`src/rtl/bht_port_scheduler.sv`:
```
// bht_port_scheduler: arbitrates the single BHT RAM port between the init
// sweep, buffered counter updates and fetch-stage lookups. Lookups that hit a
// queued (not yet written) update are answered from the queue.
module bht_port_scheduler #(
  parameter int unsigned       IDX_W    = 13,
  parameter int unsigned       DATA_W   = 2,
  parameter int unsigned       QDEPTH   = 4,
  parameter logic [DATA_W-1:0] INIT_VAL = '0
) (
  input  logic                        clk,
  input  logic                        rst,
  input  logic                        clr_req,
  output logic                        busy,
  input  logic                        lk_valid,
  input  logic [IDX_W-1:0]            lk_idx,
  output logic                        lk_ready,
  output logic                        lk_rvalid,
  output logic [DATA_W-1:0]           lk_data,
  input  logic                        up_valid,
  input  logic [IDX_W-1:0]            up_idx,
  input  logic [DATA_W-1:0]           up_data,
  output logic                        up_ready,
  output logic [$clog2(QDEPTH):0]     q_count,
  output logic                        ram_en,
  output logic                        ram_we,
  output logic [IDX_W-1:0]            ram_addr,
  output logic [DATA_W-1:0]           ram_wdata,
  input  logic [DATA_W-1:0]           ram_rdata
);

  localparam int unsigned QA_W  = $clog2(QDEPTH);
  localparam int unsigned QC_W  = QA_W + 1;
  localparam int unsigned PTR_W = IDX_W + 1;

  typedef enum logic {S_INIT, S_RUN} state_t;

  state_t            r_state;
  logic              r_busy;
  logic [PTR_W-1:0]  r_ptr;
  logic [IDX_W-1:0]  r_q_idx  [QDEPTH];
  logic [DATA_W-1:0] r_q_data [QDEPTH];
  logic [QA_W-1:0]   r_head;
  logic [QA_W-1:0]   r_tail;
  logic [QC_W-1:0]   r_count;
  logic              r_lk_rvalid;
  logic              r_fwd_hit;
  logic [DATA_W-1:0] r_fwd_data;
  logic [DATA_W-1:0] r_lk_data;

  logic              w_run;
  logic              w_full;
  logic              w_lk_accept;
  logic              w_enq;
  logic              w_deq;
  logic [PTR_W-1:0]  w_ptr_nxt;
  logic              w_fwd_hit;
  logic [DATA_W-1:0] w_fwd_data;
  logic [DATA_W-1:0] w_lk_result;

  assign w_run     = (r_state == S_RUN) && !rst;
  assign w_full    = (r_count == QC_W'(QDEPTH));
  assign w_ptr_nxt = r_ptr + PTR_W'(1);

  assign lk_ready  = w_run && !w_full;
  assign up_ready  = w_run && !w_full;
  assign q_count   = r_count;
  assign busy      = r_busy;

  assign w_lk_accept = lk_valid && lk_ready;
  assign w_enq       = up_valid && up_ready && !clr_req;
  // A clearing cycle never drains the queue: its contents are being discarded.
  assign w_deq       = w_run && !clr_req && (r_count != '0) && !w_lk_accept;

  // RAM port mux: sweep, else queue-head write, else lookup read.
  always_comb begin
    ram_en    = 1'b0;
    ram_we    = 1'b0;
    ram_addr  = '0;
    ram_wdata = '0;
    if (!rst) begin
      if (r_state == S_INIT) begin
        ram_en    = 1'b1;
        ram_we    = 1'b1;
        ram_addr  = r_ptr[IDX_W-1:0];
        ram_wdata = INIT_VAL;
      end else if (w_deq) begin
        ram_en    = 1'b1;
        ram_we    = 1'b1;
        ram_addr  = r_q_idx[r_head];
        ram_wdata = r_q_data[r_head];
      end else if (w_lk_accept) begin
        ram_en    = 1'b1;
        ram_addr  = lk_idx;
      end
    end
  end

  // Youngest matching pending update wins: scan oldest to newest, then the same-cycle enqueue.
  always_comb begin
    w_fwd_hit  = 1'b0;
    w_fwd_data = '0;
    for (int unsigned i = 0; i < QDEPTH; i++) begin
      if ((QC_W'(i) < r_count) && (r_q_idx[r_head + QA_W'(i)] == lk_idx)) begin
        w_fwd_hit  = 1'b1;
        w_fwd_data = r_q_data[r_head + QA_W'(i)];
      end
    end
    if (w_enq && (up_idx == lk_idx)) begin
      w_fwd_hit  = 1'b1;
      w_fwd_data = up_data;
    end
  end

  // Sweep / run control, queue pointers and occupancy.
  always_ff @(posedge clk) begin
    if (rst) begin
      r_state <= S_INIT;
      r_busy  <= 1'b1;
      r_ptr   <= '0;
      r_head  <= '0;
      r_tail  <= '0;
      r_count <= '0;
    end else begin
      case (r_state)
        S_INIT: begin
          if (clr_req) begin
            r_ptr <= '0;
          end else if (w_ptr_nxt[IDX_W]) begin
            r_state <= S_RUN;
            r_busy  <= 1'b0;
            r_ptr   <= '0;
          end else begin
            r_ptr <= w_ptr_nxt;
          end
        end
        S_RUN: begin
          if (clr_req) begin
            r_state <= S_INIT;
            r_busy  <= 1'b1;
            r_ptr   <= '0;
            r_head  <= '0;
            r_tail  <= '0;
            r_count <= '0;
          end else begin
            if (w_enq) r_tail <= r_tail + QA_W'(1);
            if (w_deq) r_head <= r_head + QA_W'(1);
            case ({w_enq, w_deq})
              2'b10:   r_count <= r_count + QC_W'(1);
              2'b01:   r_count <= r_count - QC_W'(1);
              default: r_count <= r_count;
            endcase
          end
        end
      endcase
    end
  end

  // Update queue storage.
  always_ff @(posedge clk) begin
    if (w_enq) begin
      r_q_idx[r_tail]  <= up_idx;
      r_q_data[r_tail] <= up_data;
    end
  end

  // Lookup return pipeline; the RAM answers one cycle after the read.
  always_ff @(posedge clk) begin
    if (rst) begin
      r_lk_rvalid <= 1'b0;
      r_fwd_hit   <= 1'b0;
      r_fwd_data  <= '0;
      r_lk_data   <= '0;
    end else begin
      r_lk_rvalid <= w_lk_accept;
      r_fwd_hit   <= w_fwd_hit;
      r_fwd_data  <= w_fwd_data;
      if (r_lk_rvalid) r_lk_data <= w_lk_result;
    end
  end

  assign w_lk_result = r_fwd_hit ? r_fwd_data : ram_rdata;
  assign lk_rvalid   = r_lk_rvalid;
  assign lk_data     = r_lk_rvalid ? w_lk_result : r_lk_data;

endmodule

```
`config.mk`:
```
export PLATFORM = sky130hd
export DESIGN_NAME = bht_port_scheduler
export DESIGN_NICKNAME = d
export VERILOG_FILES = /design/src/rtl/bht_port_scheduler.sv
export SDC_FILE = /design/constraint.sdc
export NUM_CORES = 1
export LEC_CHECK = 0
export ABC_CLOCK_PERIOD_IN_PS = 2900
export CORE_ASPECT_RATIO = 2
export CORE_MARGIN = 2
export CORE_UTILIZATION = 51
export CTS_BUF_LIST = sky130_fd_sc_hd__clkbuf_4 sky130_fd_sc_hd__clkbuf_8 sky130_fd_sc_hd__clkbuf_16
export DETAILED_ROUTE_END_ITERATION = 8
export PLACE_DENSITY = 0.75
export SYNTH_ARGS = -nofsm -noshare
export SYNTH_HDL_FRONTEND = slang
export SYNTH_SLANG_ARGS = --single-unit
```
`constraint.sdc`:
```
create_clock -name clk -period 2.9 [get_ports clk]
set_input_delay 0.58 -clock clk [delete_from_list [all_inputs] [get_ports clk]]
set_output_delay 0.58 -clock clk [all_outputs]
set_load 0.05 [all_outputs]
```
# Word-level counts from Yosys, hierarchy flattened
# Memory sizes are Yosys's and may differ from the RTL's. A register that Yosys moved wholly into a read port is not among the register bits.
# Cells that the tools add are included.
word_totals:
  in_bits: 35
  wordCells: 110
  register_bits: 29
  mem_count: 2
  ram_bits: 60
  out_inout_bits: 26
op_classes:
  bitwise: 1
  magnitude_cmp: 4
  n_reduce_logical: 25
  add_sub_neg: 7
  mux: 50
  n_eq_ne: 11
memory_table:
  columns: ["memory", "depth", "width", "read_ports", "rd_clocked_by_memory_dff", "write_ports", "line", "rtl"]
  rows:
  - ["r_q_idx", 4, 13, 4, 1, 1, "40", "logic [IDX_W-1:0] r_q_idx [QDEPTH];"]
  - ["r_q_data", 4, 2, 4, 1, 1, "41", "logic [DATA_W-1:0] r_q_data [QDEPTH];"]
ops:
  columns: ["cell", "n"]
  rows:
  - ["$mux W13", 6]
  - ["$eq A13 B13 Y1", 5]
  - ["$mux W2", 18]
  - ["$pmux W14 S2", 1]
  - ["$mux W1", 20]
  - ["$add A14 B1 Y14 const B", 1]
  - ["$mux W14", 1]
  - ["$logic_and A1 B1 Y1", 13]
  - ["$lt A1 B3 Y1 const A", 2]
  - ["$lt A2 B3 Y1 const A", 2]
  - ["$ne A2 B2 Y1 const B", 3]
  - ["$pmux W3 S2", 1]
  - ["$reduce_and A2 Y1", 3]
  - ["$reduce_bool A3 Y1", 2]
  - ["$add A2 B1 Y2 const B", 2]
  - ["$add A2 B2 Y2 const B", 2]
  - ["$logic_not A1 Y1", 4]
  - ["$pmux W1 S2", 2]
  - ["$reduce_bool A2 Y1", 2]
  - ["$add A3 B1 Y3 const B", 1]
  - ["$eq A3 B3 Y1 const B", 1]
  - ["$mux W3", 1]
  - ["$reduce_and A3 Y1", 1]
  - ["$sub A3 B1 Y3 const B", 1]
  - ["3 further kinds", 3]

# Depth between registers and ports, before layout
logic_depth:
  ltp_word: 10
  mapped_depth: 11
  mapped_depth_nobuf: 10

# Worst setup path after synthesis
# OpenSTA, ideal clock, no wires.
synth_timing:
  kind: "register -> output"
  from: "reg r_count[0], in the netlist q_count[0]"
  to: "out ram_addr[10]"
  stages_incl_launch_ff: 8
  setup_slack_ns: -1.644
  arrival_ns: 3.964
  t_required_ns: 2.320
  path_buffers: 1
  path_cell_list: "dfxtp_1 -> inv_1 -> ha_1 -> a211oi_1 -> and2_0 -> clkbuf_1 -> a222oi_1 -> nor2_1"
synth_via:
  elab_chain_len: 9
  elab_cells_between_ends: 12
  cone_classes: "eq/ne (1); mux (4); reduce/logical (7)"
synth_rtl:
  columns: ["item", "line", "rtl"]
  rows:
  - ["from (decl)", "44", "logic [QC_W-1:0] r_count;"]
  - ["from (signal assigned)", "148", "2'b10: r_count <= r_count + QC_W'(1);"]
  - ["from (signal assigned)", "149", "2'b01: r_count <= r_count - QC_W'(1);"]
  - ["from (signal assigned)", "150", "default: r_count <= r_count;"]
  - ["$eq A3 B3 Y1 (*)", "61", "assign w_full = (r_count == QC_W'(QDEPTH));"]
  - ["$logic_not A1 Y1 (*)", "64", "assign lk_ready = w_run && !w_full;"]
  - ["$logic_and A1 B1 Y1 (*)", "64", null]
  - ["via lk_ready", "16", "output logic lk_ready,"]
  - ["$logic_and A1 B1 Y1 (*)", "69", "assign w_lk_accept = lk_valid && lk_ready;"]
  - ["$logic_not A1 Y1", "72", "assign w_deq = w_run && !clr_req && (r_count != '0) && !w_lk_accept;"]
  - ["$logic_and A1 B1 Y1", "72", null]
  - ["$mux W13 (*)", "86", "end else if (w_deq) begin"]
  - ["$mux W13 (*)", "81", "if (r_state == S_INIT) begin"]
  - ["$mux W13 (*)", "80", "if (!rst) begin"]
  - ["to (decl)", "26", "output logic [IDX_W-1:0] ram_addr,"]
# The timed path passes the listed nets; every way through them passes the cells marked *.

# Worst setup path in the final report
layout_timing:
  from: "reg r_count[0], in the netlist q_count[0]"
  to: "out ram_addr[12]"
layout_via:
  elab_chain_len: 9
  elab_cells_between_ends: 12
  cone_classes: "eq/ne (1); mux (4); reduce/logical (7)"
layout_rtl:
  columns: ["item", "line"]
  rows:
  - ["$eq A3 B3 Y1", "61"]
  - ["$logic_not A1 Y1", "64"]
  - ["$logic_and A1 B1 Y1", "64"]
  - ["$logic_and A1 B1 Y1", "69"]
  - ["$logic_not A1 Y1", "72"]
  - ["$logic_and A1 B1 Y1", "72"]
  - ["$mux W13 (*)", "86"]
  - ["$mux W13 (*)", "81"]
  - ["$mux W13 (*)", "80"]
# Mark *: on every way between the ends. The rest lies on a longest branch, timed or not.

==> impl_metrics.py <==
metrics = {
    "synth": {
        "synth_fa_ha_area_frac": 0.0188,
        "ys_ff_latch": 90,
        "synth_xor_area_frac": 0.109,
        "synth_cell_types": 58,
        "avgSynthCellArea_um2": 11.3,
        "synth_top_flop_cell": "edfxtp_1",
        "synth_top_family_by_area": "multiplexers",
        "synth_nets": 574,
        "netlist_area_um2": 6000,
        "synthMuxAreaShare": 0.211,
        "synthSimpleGateAreaFrac": 0.108,
        "netlist_instances": 530,
        "synth-compound-area-share": 0.102,
        "ys_warn_count": 0,
        "synth_edf_count": 60,
        "synth_seq_area_share": 0.400,
        "async_flop_share": 0,
    },
    "floorplan": {
        "fp.dieW_um": 80.7,
        "die_area_um2": 12700,
        "io_pins": 61,
        "die_height_um": 157,
        "num_rows": 56,
        "floorplan.initialDensity": 0.516,
        "core_area_um2": 11600,
    },
    "sta": {
        "finalMaxSlewViolations": 0,
        "hold_viol": 0,
        "worst_slew_pin_slew_ns": 0.570,
        "finalSetupViolations": 0,
        "max_slew_margin": 0.620,
        "post-route-period-util": 0.979,
        "fmax_ghz": 0.352,
        "post-route-min-period_ns": 2.84,
        "rsz0062_at_grt": "true",
        "fin_worst_skew_ns": 0.0108,
    },
    "critical_path": {
        "worstSetupPathType": "flop to output pin",
        "crit_path_end_kind": "output pin",
        "r2r_slack_ns": 0.07,
        "cp_max_fo": 10,
        "critPathArrivalTime_ns": 2.26,
        "critPathLaunchType": "flop",
        "cp.required_ns": 2.32,
    },
    "power": {
        "powerDensity_nw_per_um2": 349,
        "ir_drop_v": 0.000365,
        "p_leak_uw": 0.00272,
        "power_uw": 2800,
    },
    "cts": {
        "cts_tree": "yes",
        "cts_sinks": 90,
        "cts.clk_slew.worst_paths_ns": 0.07,
        "clk_latency_ns": 0.36,
        "cts_buffers": 9,
        "htreeDepth": 3,
        "cts_buffer_depth": 2,
        "root_buffer": "clkbuf_16",
    },
    "job": {
        "cap_violations": 0,
    },
    "placed_design": {
        "port_buffers": 60,
        "place_congestion": 0.952,
        "placed_area_um2": 7470,
        "post-dp-hpwl_um": 14000,
    },
    "finish": {
        "antenna_cells": 0,
        "multi_input_area_um2": 3460,
        "seqCellArea_um2": 2420,
        "area_growth_pct": 33.7,
        "stdcell_area_um2": 8030,
        "drive_gt1_frac": 0.309,
        "nFillCells": 868,
        "final_util": 0.690,
        "final_nets": 702,
    },
    "detailed_routing": {
        "antenna_left": 0,
        "dr.first_iter.drc_count": 338,
        "post-route-drc-count": 0,
        "viasPerCell": 6.38,
        "routed_wl_um": 18500,
        "dr_total_vias": 5153,
        "wire_per_inst_um": 22.9,
        "firstDrtPassIters": 5,
    },
    "outcome": {
        "status": "finished clean",
    },
    "global_routing": {
        "grt.overflow.total": 0,
        "antenna_found_initial": 0,
        "grt_pass1_wl_um": 27600,
        "grt_usage": 0.296,
        "grt_start_max_net_pins": 28,
        "grt_pass1_vias": 5227,
    },
    "hold_path": {
        "min_path_type": "flop to flop",
    },
}
[report_power, final]
part | total (uW) | switching [uW] | internal [uW]
combinational | 296 | 156 | 140
clock | 1140 | 535 | 602
sequential | 1370 | 4.57 | 1360
total | 2800 | 695 | 2110
[critical path, cell delays in order, from the launching register on]
cell	delay [ns]
dfxtp_4	0.38
inv_4	0.08
ha_4	0.13
inv_2	0.06
nor2_4	0.13
a2111oi_4	0.07
buf_4	0.17
buf_12	0.14
a222oi_1	0.50
nor2_4	0.07
buf_12	0.17
[sequential cells by signal, summed over array words and instances (netlist names), 2 cells and up, named ones only]
name and flops:
r_lk_data 2, r_ptr 13, r_fwd_data 2, r_q_data 8
r_q_idx 52, r_head 2, r_tail 2, q_count 3
[metrics by stage]
stage	setup slack (ns)	std cells	TNS, ns	hold WS (ns)
3_3_place_gp	-0.129	772	-0.197	0.476
6_report	0.0623	808	0	0.510
4_1_cts	-0.0164	788	-0.0164	0.509
3_5_place_dp	-0.131	772	-0.326	0.498
5_1_grt	-0.0377	808	-0.0642	0.529
2_1_floorplan	0.00693	530	0	0.466
[kinds of logic after synthesis]
| kind of cell | count (synthesis) |
|---|---|
| simple gates | 127 |
| xor+xnor | 75 |
| flops | 90 |
| fa+ha+maj | 9 |
| mux | 86 |
| compound gates | 88 |
| buf+inv | 55 |
[layout make-up]
class	count	area share
Sequential cell	90	0.301
Tap cell	145	0.0226
Clock buffer	10	0.0290
Timing Repair Buffer	158	0.202
Clock inverter	6	0.00608
Inverter	14	0.00717
Multi-Input combinational cell	385	0.431
[per-layer routing]
metal	routed length (um)	vias to the layer above	global-route usage	share of wire
met5	0	-	0	0
li1	-	2273	-	-
met4	1280	0	0.193	0.069
met3	960	71	0.0453	0.052
met2	10100	266	0.551	0.55
met1	6160	2543	0.291	0.33
[Yosys cell counts, drive strengths merged (3+ instances only)]
cell type	n	area (um2)
xor2	17	149
ha	9	113
edfxtp	60	1800
dfxtp	30	601
a21oi	19	95.1
nand2	13	48.8
and2	11	68.8
and3	4	25.0
a222oi	13	130
nand3	10	50.1
xnor2	58	508
o31ai	4	30.0
clkbuf	23	86.3
nand4	12	75.1
mux2	4	45.0
inv	14	52.6
or3	3	18.8
mux4	31	713
o21ai	23	115
nor2	47	176
o2bb2ai	3	26.3
a211oi	3	27.5
buf	18	165
nor4	9	68.8
o22ai	4	25.0
nor3	8	40.0
nand2b	3	18.8
o211ai	3	22.5
mux2i	51	510
[placed cells by master, fill, tap and decap left out, types with 12 or more instances in the layout]
cell             count
clkdlybuf4s50_1     36
edfxtp_1            60
buf_12              23
o21ai_0             20
xor2_1              17
xnor2_1             56
nand4_1             12
a21oi_1             18
nor2_1              32
dfxtp_1             26
a222oi_1            13
mux4_2              26
nand2_1             13
mux2i_1             51
buf_4               90
[final timing paths]
| path | from | depth (start not counted) | endpoint |
|---|---|---|---|
| worst max-delay path | q_count[0] | 10 | ram_addr[12] |
| worst min-delay path | q_count[1] | 2 | q_count[1] |
| worst max register to register | r_head[0] | 10 | r_fwd_data[1] |
| worst min register to register | q_count[1] | 2 | q_count[1] |
[repair_timing]
action,4_1_cts,5_1_grt
setup endpoints to repair,17,16
gates cloned,0,2
hold buffers,0,0
pin swaps,3,5
setup buffers,0,18
resized for setup,12,13
hold endpoints to repair,0,0
Note: power is estimated with default switching activity, not from simulation.
